<file path="src/rtl/pipe_credit_rx_pkg.sv">
// Shared sizing helpers for the credit pipe receiver and its sender.
// Both ends size pointers and occupancy counters with these functions.
package pipe_credit_rx_pkg;

    // Pointer width for a DEPTH-entry buffer (at least one bit).
    function automatic int ptr_w(input int depth);
        return (depth < 2) ? 1 : $clog2(depth);
    endfunction

    // Occupancy width able to hold 0..DEPTH inclusive.
    function automatic int cnt_w(input int depth);
        return $clog2(depth + 1);
    endfunction

endpackage

</file>
<file path="src/rtl/pipe_credit_rx_mem.sv">
// DEPTH x WIDTH register array, one write port, asynchronous read port.
// Ports: clk, we/waddr/wdata write side, raddr/rdata read side. No reset.
module pipe_credit_rx_mem #(
    parameter int WIDTH = 8,
    parameter int DEPTH = 4,
    parameter int AW    = 2
) (
    input  logic             clk,
    input  logic             we,
    input  logic [AW-1:0]    waddr,
    input  logic [WIDTH-1:0] wdata,
    input  logic [AW-1:0]    raddr,
    output logic [WIDTH-1:0] rdata
);

    logic [WIDTH-1:0] mem [DEPTH];

    always_ff @(posedge clk) begin
        if (we) begin
            mem[waddr] <= wdata;
        end
    end

    assign rdata = mem[raddr];

endmodule

</file>
<file path="src/rtl/pipe_credit_rx.sv">
// Receiver of a never-stalling valid-only pipe: buffers into a circular
// buffer, presents ready/valid output, returns one credit per dequeue.
// Ports: clk, reset (async active-low), io_enq_* in, io_deq_* out,
// io_credit pulse, io_count occupancy, io_overflow sticky error.
module pipe_credit_rx
    import pipe_credit_rx_pkg::*;
#(
    parameter  int WIDTH = 8,
    parameter  int DEPTH = 4,
    localparam int CNTW  = cnt_w(DEPTH)
) (
    input  logic             clk,
    input  logic             reset,
    input  logic             io_enq_valid,
    input  logic [WIDTH-1:0] io_enq_bits,
    input  logic             io_deq_ready,
    output logic             io_deq_valid,
    output logic [WIDTH-1:0] io_deq_bits,
    output logic             io_credit,
    output logic [CNTW-1:0]  io_count,
    output logic             io_overflow
);

    localparam int              PW    = ptr_w(DEPTH);
    localparam logic [PW-1:0]   LAST  = PW'(DEPTH - 1);
    localparam logic [CNTW-1:0] FULLC = CNTW'(DEPTH);

    logic [PW-1:0]   wr_ptr;
    logic [PW-1:0]   rd_ptr;
    logic [CNTW-1:0] count;
    logic            credit;
    logic            overflow;

    logic full;
    logic deq_fire;
    logic enq_fire;
    logic ovf_evt;

    assign full     = (count == FULLC);
    assign deq_fire = io_deq_valid & io_deq_ready;
    // A full buffer still accepts when the head leaves in the same cycle.
    assign enq_fire = io_enq_valid & (~full | deq_fire);
    assign ovf_evt  = io_enq_valid & full & ~deq_fire;

    pipe_credit_rx_mem #(
        .WIDTH (WIDTH),
        .DEPTH (DEPTH),
        .AW    (PW)
    ) u_mem (
        .clk   (clk),
        .we    (enq_fire),
        .waddr (wr_ptr),
        .wdata (io_enq_bits),
        .raddr (rd_ptr),
        .rdata (io_deq_bits)
    );

    always_ff @(posedge clk or negedge reset) begin
        if (!reset) begin
            wr_ptr   <= '0;
            rd_ptr   <= '0;
            count    <= '0;
            credit   <= 1'b0;
            overflow <= 1'b0;
        end else begin
            if (enq_fire) begin
                wr_ptr <= (wr_ptr == LAST) ? '0 : wr_ptr + 1'b1;
            end
            if (deq_fire) begin
                rd_ptr <= (rd_ptr == LAST) ? '0 : rd_ptr + 1'b1;
            end
            unique case (1'b1)
                enq_fire & ~deq_fire: count <= count + 1'b1;
                deq_fire & ~enq_fire: count <= count - 1'b1;
                default:              count <= count;
            endcase
            credit <= deq_fire;
            if (ovf_evt) begin
                overflow <= 1'b1;
            end
        end
    end

    assign io_deq_valid = (count != '0);
    assign io_count     = count;
    assign io_credit    = credit;
    assign io_overflow  = overflow;

endmodule

</file>
<file path="config.mk">
export PLATFORM = sky130hd
export DESIGN_NAME = pipe_credit_rx
export DESIGN_NICKNAME = d
export VERILOG_FILES = /design/src/rtl/pipe_credit_rx_pkg.sv /design/src/rtl/pipe_credit_rx_mem.sv /design/src/rtl/pipe_credit_rx.sv
export SDC_FILE = /design/constraint.sdc
export NUM_CORES = 1
export LEC_CHECK = 0
export ABC_AREA = 1
export ABC_CLOCK_PERIOD_IN_PS = 2340
export CAP_MARGIN = 20
export CELL_PAD_IN_SITES_DETAIL_PLACEMENT = 1
export CELL_PAD_IN_SITES_GLOBAL_PLACEMENT = 1
export CORE_UTILIZATION = 46
export DETAILED_ROUTE_END_ITERATION = 6
export GPL_TIMING_DRIVEN = 0
export PLACE_DENSITY = 0.84
export SETUP_SLACK_MARGIN = 0.02
export SLEW_MARGIN = 20
export SYNTH_ARGS = -nofsm -noshare
export SYNTH_HDL_FRONTEND = slang
export SYNTH_SLANG_ARGS = --single-unit
</file>
<file path="constraint.sdc">
create_clock -name clk -period 2.34 [get_ports clk]
set_input_delay 0.468 -clock clk [delete_from_list [all_inputs] [get_ports clk]]
set_output_delay 0.468 -clock clk [all_outputs]
set_load 0.02 [all_outputs]
</file>
# Word level (Yosys, flattened, before mapping)
# Memories as Yosys holds them, arrays and structs flattened.
# Index checks and enable logic that the tools add are counted.
# totals
reg_bits	9
mem_bits_rw	32
inputBits	12
output_inout_bits	14
word_cells	30
memories	1
# mem_list
memory	words	width	rd	rd_clocked_by_memory_dff	write_ports	line	source
u_mem.mem	4	8	1	0	1	pipe_credit_rx_mem.sv:16	logic [WIDTH-1:0] mem [DEPTH];
# op_classes
addsub	4
eq_ne	3
muxes	5
bitwise	10
n_reduce_logical	2
# op_table
cell	count
1-bit bitwise AND	6
3-bit case mux with 2 select lines	1
2-bit by 1-bit adder with 2-bit output, second input constant	2
2-bit equality test, second input constant	2
2-bit two-way mux	2
3-bit by 1-bit adder with 3-bit output, second input constant	1
3-bit equality test, second input constant	1
1-bit NOT	3
3-bit nonzero test	1
3-bit by 1-bit subtractor with 3-bit output, second input constant	1
1-bit two-way mux	2
2-bit nonzero test	1
1-bit OR	1

# Logic depth before layout (Yosys ltp)
# depth
ltp_word	7
ltp_mapped	9

# By module
# A second synthesis with hierarchy kept.
# hier_totals
hier_cells	185
area_unflattened_um2	1885.6
# modules_own_cells
mod	instances	cells_per_inst	area_each_um2	seq_area_each_um2
pipe_credit_rx_mem	1	133	1387.6	960.9
pipe_credit_rx	1	52	498.0	225.2

# Worst setup path after synthesis
# Ideal clock, no wire load.
# synth_timing
path_type	flip-flop to flip-flop
start	register count[2] (netlist: io_count[2])
end	register count[2] (netlist: io_count[2])
arrival_time_ns	1.645
setup_slack_ns	0.633
stages_incl_launch_ff	10
path_buffers	0
period_less_slack_ns	1.707
path_cell_list	dfrtp_1 -> inv_2 -> nand2_2 -> nand3_1 -> fa_1 -> inv_1 -> nand4_1 -> nand3_1 -> nand2_1 -> inv_1
# synth_between
elab_chain_len	7
word_cells_on_any_way	14
# synth_rtl
element	line	source
from (decl)	pipe_credit_rx.sv:30	logic [CNTW-1:0] count;
from (signal assigned)	pipe_credit_rx.sv:73	enq_fire & ~deq_fire: count <= count + 1'b1;
from (signal assigned)	pipe_credit_rx.sv:74	deq_fire & ~enq_fire: count <= count - 1'b1;
from (signal assigned)	pipe_credit_rx.sv:75	default: count <= count;
3-bit nonzero test *	pipe_credit_rx.sv:84	assign io_deq_valid = (count != '0);
via io_deq_valid	pipe_credit_rx.sv:17	output logic io_deq_valid,
1-bit bitwise AND *	pipe_credit_rx.sv:40	assign deq_fire = io_deq_valid & io_deq_ready;
1-bit OR	pipe_credit_rx.sv:42	assign enq_fire = io_enq_valid & (~full | deq_fire);
1-bit bitwise AND	pipe_credit_rx.sv:42	
1-bit NOT	pipe_credit_rx.sv:74	
1-bit bitwise AND	pipe_credit_rx.sv:74	
3-bit case mux with 2 select lines / 2-bit nonzero test (equally long branches)	-	
# The timed path passes the listed nets; every way through them passes the cells marked *.
# A chain may end at the register's enable or synchronous reset.

# Worst setup path in the final report
# layout_timing
start	register rd_ptr[0]
end	output port io_deq_bits[4]
# layout_between
elab_chain_len	1
# layout_rtl
element	line	source
from (decl)	pipe_credit_rx.sv:29	logic [PW-1:0] rd_ptr;
from (signal assigned)	pipe_credit_rx.sv:70	rd_ptr <= (rd_ptr == LAST) ? '0 : rd_ptr + 1'b1;
memory read 4 x 8 bit	-	
to (decl)	pipe_credit_rx.sv:18	output logic [WIDTH-1:0] io_deq_bits,
# No other way between the ends.

==> results.json <==
{
  "outcome": "finished, final reports clean",
  "fmax_mhz": 448,
  "synthCells": 141,
  "ys.flop_type": "edfxtp_1",
  "die_w_microns": 63.6,
  "p_int_uw": 1810,
  "worstSetupEndpointType": "output pin",
  "wl_per_cell_microns": 18.5,
  "path_clk_slew_ps": 80,
  "highest_layer": "met4",
  "met1_length_microns": 1700,
  "ctsHoldBuffers": 0,
  "post-route-period-util_pct": 95.3,
  "p_seq_share_pct": 36.6,
  "synth_area_leaders": "edfxtp_1 55%, dfrtp_1 13%, o21ai_0 5.2%, nor2_1 4.5%, ha_1 3.6%",
  "setup_tns_ps": 0,
  "critical_path_arrival_ps": 1760,
  "htreeDepth": 2,
  "antenna_found_initial": 0,
  "setup_violations": 0,
  "io_pins": 26,
  "powerDensity_nw_per_um2": 1370,
  "antenna_cells": 0,
  "dieArea_sq_um": 4050,
  "yosysTopAreaCellShare_pct": 55.0,
  "layout.cells.non_filler": 222,
  "max_cap_viol_count": 0,
  "synth_seq_area_share_pct": 67.9,
  "path_cells": "buf_2, inv_2, buf_4, nor2_1, o22ai_1, clkdlybuf4s15_1",
  "antenna_left": 0,
  "vdd_drop_max_mv": 0.644,
  "finalNetCount": 191,
  "drc": 0,
  "hpwlAfterDp_microns": 2680,
  "comb_power_share_pct": 40.6,
  "wl_microns": 4110,
  "route.met3.wl_microns": 119,
  "synth_edf_count": 32,
  "initial_core_util_pct": 47.7,
  "crit_type": "flip-flop to output pin",
  "synth_async_sr_flop_share_pct": 22.0,
  "yosys.area.top_type": "edfxtp_1",
  "synth_nets": 159,
  "cellLeakagePower_uw": 0.000852,
  "syn_area_per_cell_sq_um": 12.4,
  "slowest_delay_ps": 390,
  "synth-seq-cells": 41,
  "yosysWarnings": 0,
  "drtIter0Drc": 51,
  "cts_num_sinks": 41,
  "start_kind": "flip-flop",
  "skew_ps": 8.08,
  "p_clk_share_pct": 22.9,
  "timing.final.crit_period_ps": 2230,
  "grt_first_pass_wirelength_microns": 6840,
  "dp_cells": 214,
  "cts_tree": "yes",
  "switching_share_pct": 39.1,
  "area_delta_synth_final_pct": 23.9,
  "tightest_slew_ps": 781,
  "drtPass1Iterations": 4,
  "critPathRequiredTime_ps": 1870,
  "ys_types": 22,
  "syn_area_sq_um": 1750,
  "io_buffer_count": 25,
  "cp_slowest_cell": "dfrtp_1",
  "ff2ff_setup_slack_ps": 400,
  "p_sw_uw": 1160,
  "cts_buffers": 5,
  "synth_most_common_cell": "edfxtp_1",
  "hold_violations": 0,
  "drv_slew": 0,
  "track_usage_pct": 23.9,
  "relSlewSlack_pct": 47.7,
  "core_region_area_sq_um": 3660,
  "grt_max_degree": 14,
  "wl_met2_microns": 2180,
  "grt_pass1_vias": 1350,
  "overflow": 0,
  "drive_gt1_share_pct": 17.2,
  "yosys-top-cells-count": "32 x edfxtp_1, 21 x nor2_1, 18 x o21ai_0",
  "via_per_inst": 5.22,
  "gp_congestion": 0.780,
  "hp-class": "input port to async pin",
  "rows": 22,
  "clk_latency_ps": 300,
  "cts_root_buffer": "clkbuf_8",
  "die_h_microns": 63.6,
  "vias": 1159,
  "crit_fanout": 10,
  "rsz0062_at_grt": "no",
  "clock_path_buffers": 2
}
==> through the flow <==
step	hold slack (ps)	total power, uW	util [%]	worst slack, ps	instance area, sq um
after global placement	468	2280	56.2	-155	2060
after detailed placement	480	2370	56.2	-232	2060
after CTS	469	3010	59.7	29.0	2190
final	463	2970	59.1	109	2160
after floorplan	172	1830	-	633	1750
after global routing	502	3160	59.1	23.4	2160
==> power groups by stage <==
stage	Sequential (uW)	Clock [uW]	Combinational, uW
global route	1110	712	1340
detailed placement	1100	0	1270
global placement	1080	0	1190
CTS	1090	687	1240
floorplan	1100	0	724
finish	1090	679	1210
==> worst max-delay path, delay by kind of cell (launching register included) <==
kind	cells	cell delay [ps]
buffers and inverters	4	860
flip-flops	1	390
AO/OA/AOI/OAI	1	160
AND/OR/NAND/NOR	1	50
==> cells by family (layout without fill, tap and decap cells) <==
group | after synthesis | count (layout) | synth area share (%)
DFF | 41 | 41 | 67.9
and+or+nand+nor | 41 | 41 | 10.9
AOI/OAI and AO/OA | 32 | 32 | 11.3
buffers and inverters | 20 | 53 | 4.66
adders and majority gates | 6 | 6 | 4.73
xor gates and xnor gates | 1 | 1 | 0.502
==> path summary, 6_finish.rpt <==
path,cells after the start,startpoint,endpoint
min in group clk,2,io_overflow,io_overflow
min,1,reset,io_overflow
max in group asynchronous,1,reset,rd_ptr[1]
min reg2reg,2,io_overflow,io_overflow
max reg2reg,4,io_count[2],u_mem.mem[2][0]
max,6,rd_ptr[0],io_deq_bits[4]
==> area by class of cell <==
type                    count  area (sq um)
plain buffers               3          20.0
fillers                   386          1500
repair buffers             25           218
clock inverters             3          65.1
clock buffers               5          68.8
flip-flops and latches     41          1190
inverters                  17          63.8
multi-input cells          80           482
well taps                  48          60.1
==> flip-flops by register name (all words and copies together) (netlist names) <==
register,flops
wr_ptr,2
io_credit,1
io_overflow,1
u_mem.mem,32
io_count,3
rd_ptr,2
==> layer usage <==
layer | track usage (%) | up-vias
met5 | 0 | -
met4 | 13.4 | 0
met3 | 5.43 | 10
met2 | 41.5 | 21
met1 | 26.9 | 574
li1 | - | 554
==> cells in the final DEF (no fill, tap or decap) <==
cell type	instances
a21boi_4	1
buf_2	1
buf_4	3
bufinv_16	2
clkbuf_2	6
clkbuf_8	5
clkdlybuf4s15_1	1
clkdlybuf4s50_1	17
clkinv_2	1
dfrtp_1	9
edfxtp_1	32
fa_1	1
ha_1	5
inv_1	15
inv_2	2
nand2_1	9
nand2_2	4
nand3_1	3
nand3_2	2
nand4_1	1
nor2_1	20
nor2_2	1
nor2_4	1
o21ai_0	18
o21ai_1	3
o21ai_4	1
o22ai_1	8
o31ai_1	1
xor2_1	1
==> timing repair <==
action                     CTS  global route
buffers inserted             0             0
pin swaps                    0             1
setup endpoints to repair    8            16
gates resized for setup     12            16
(Power assumes the default switching activity.)
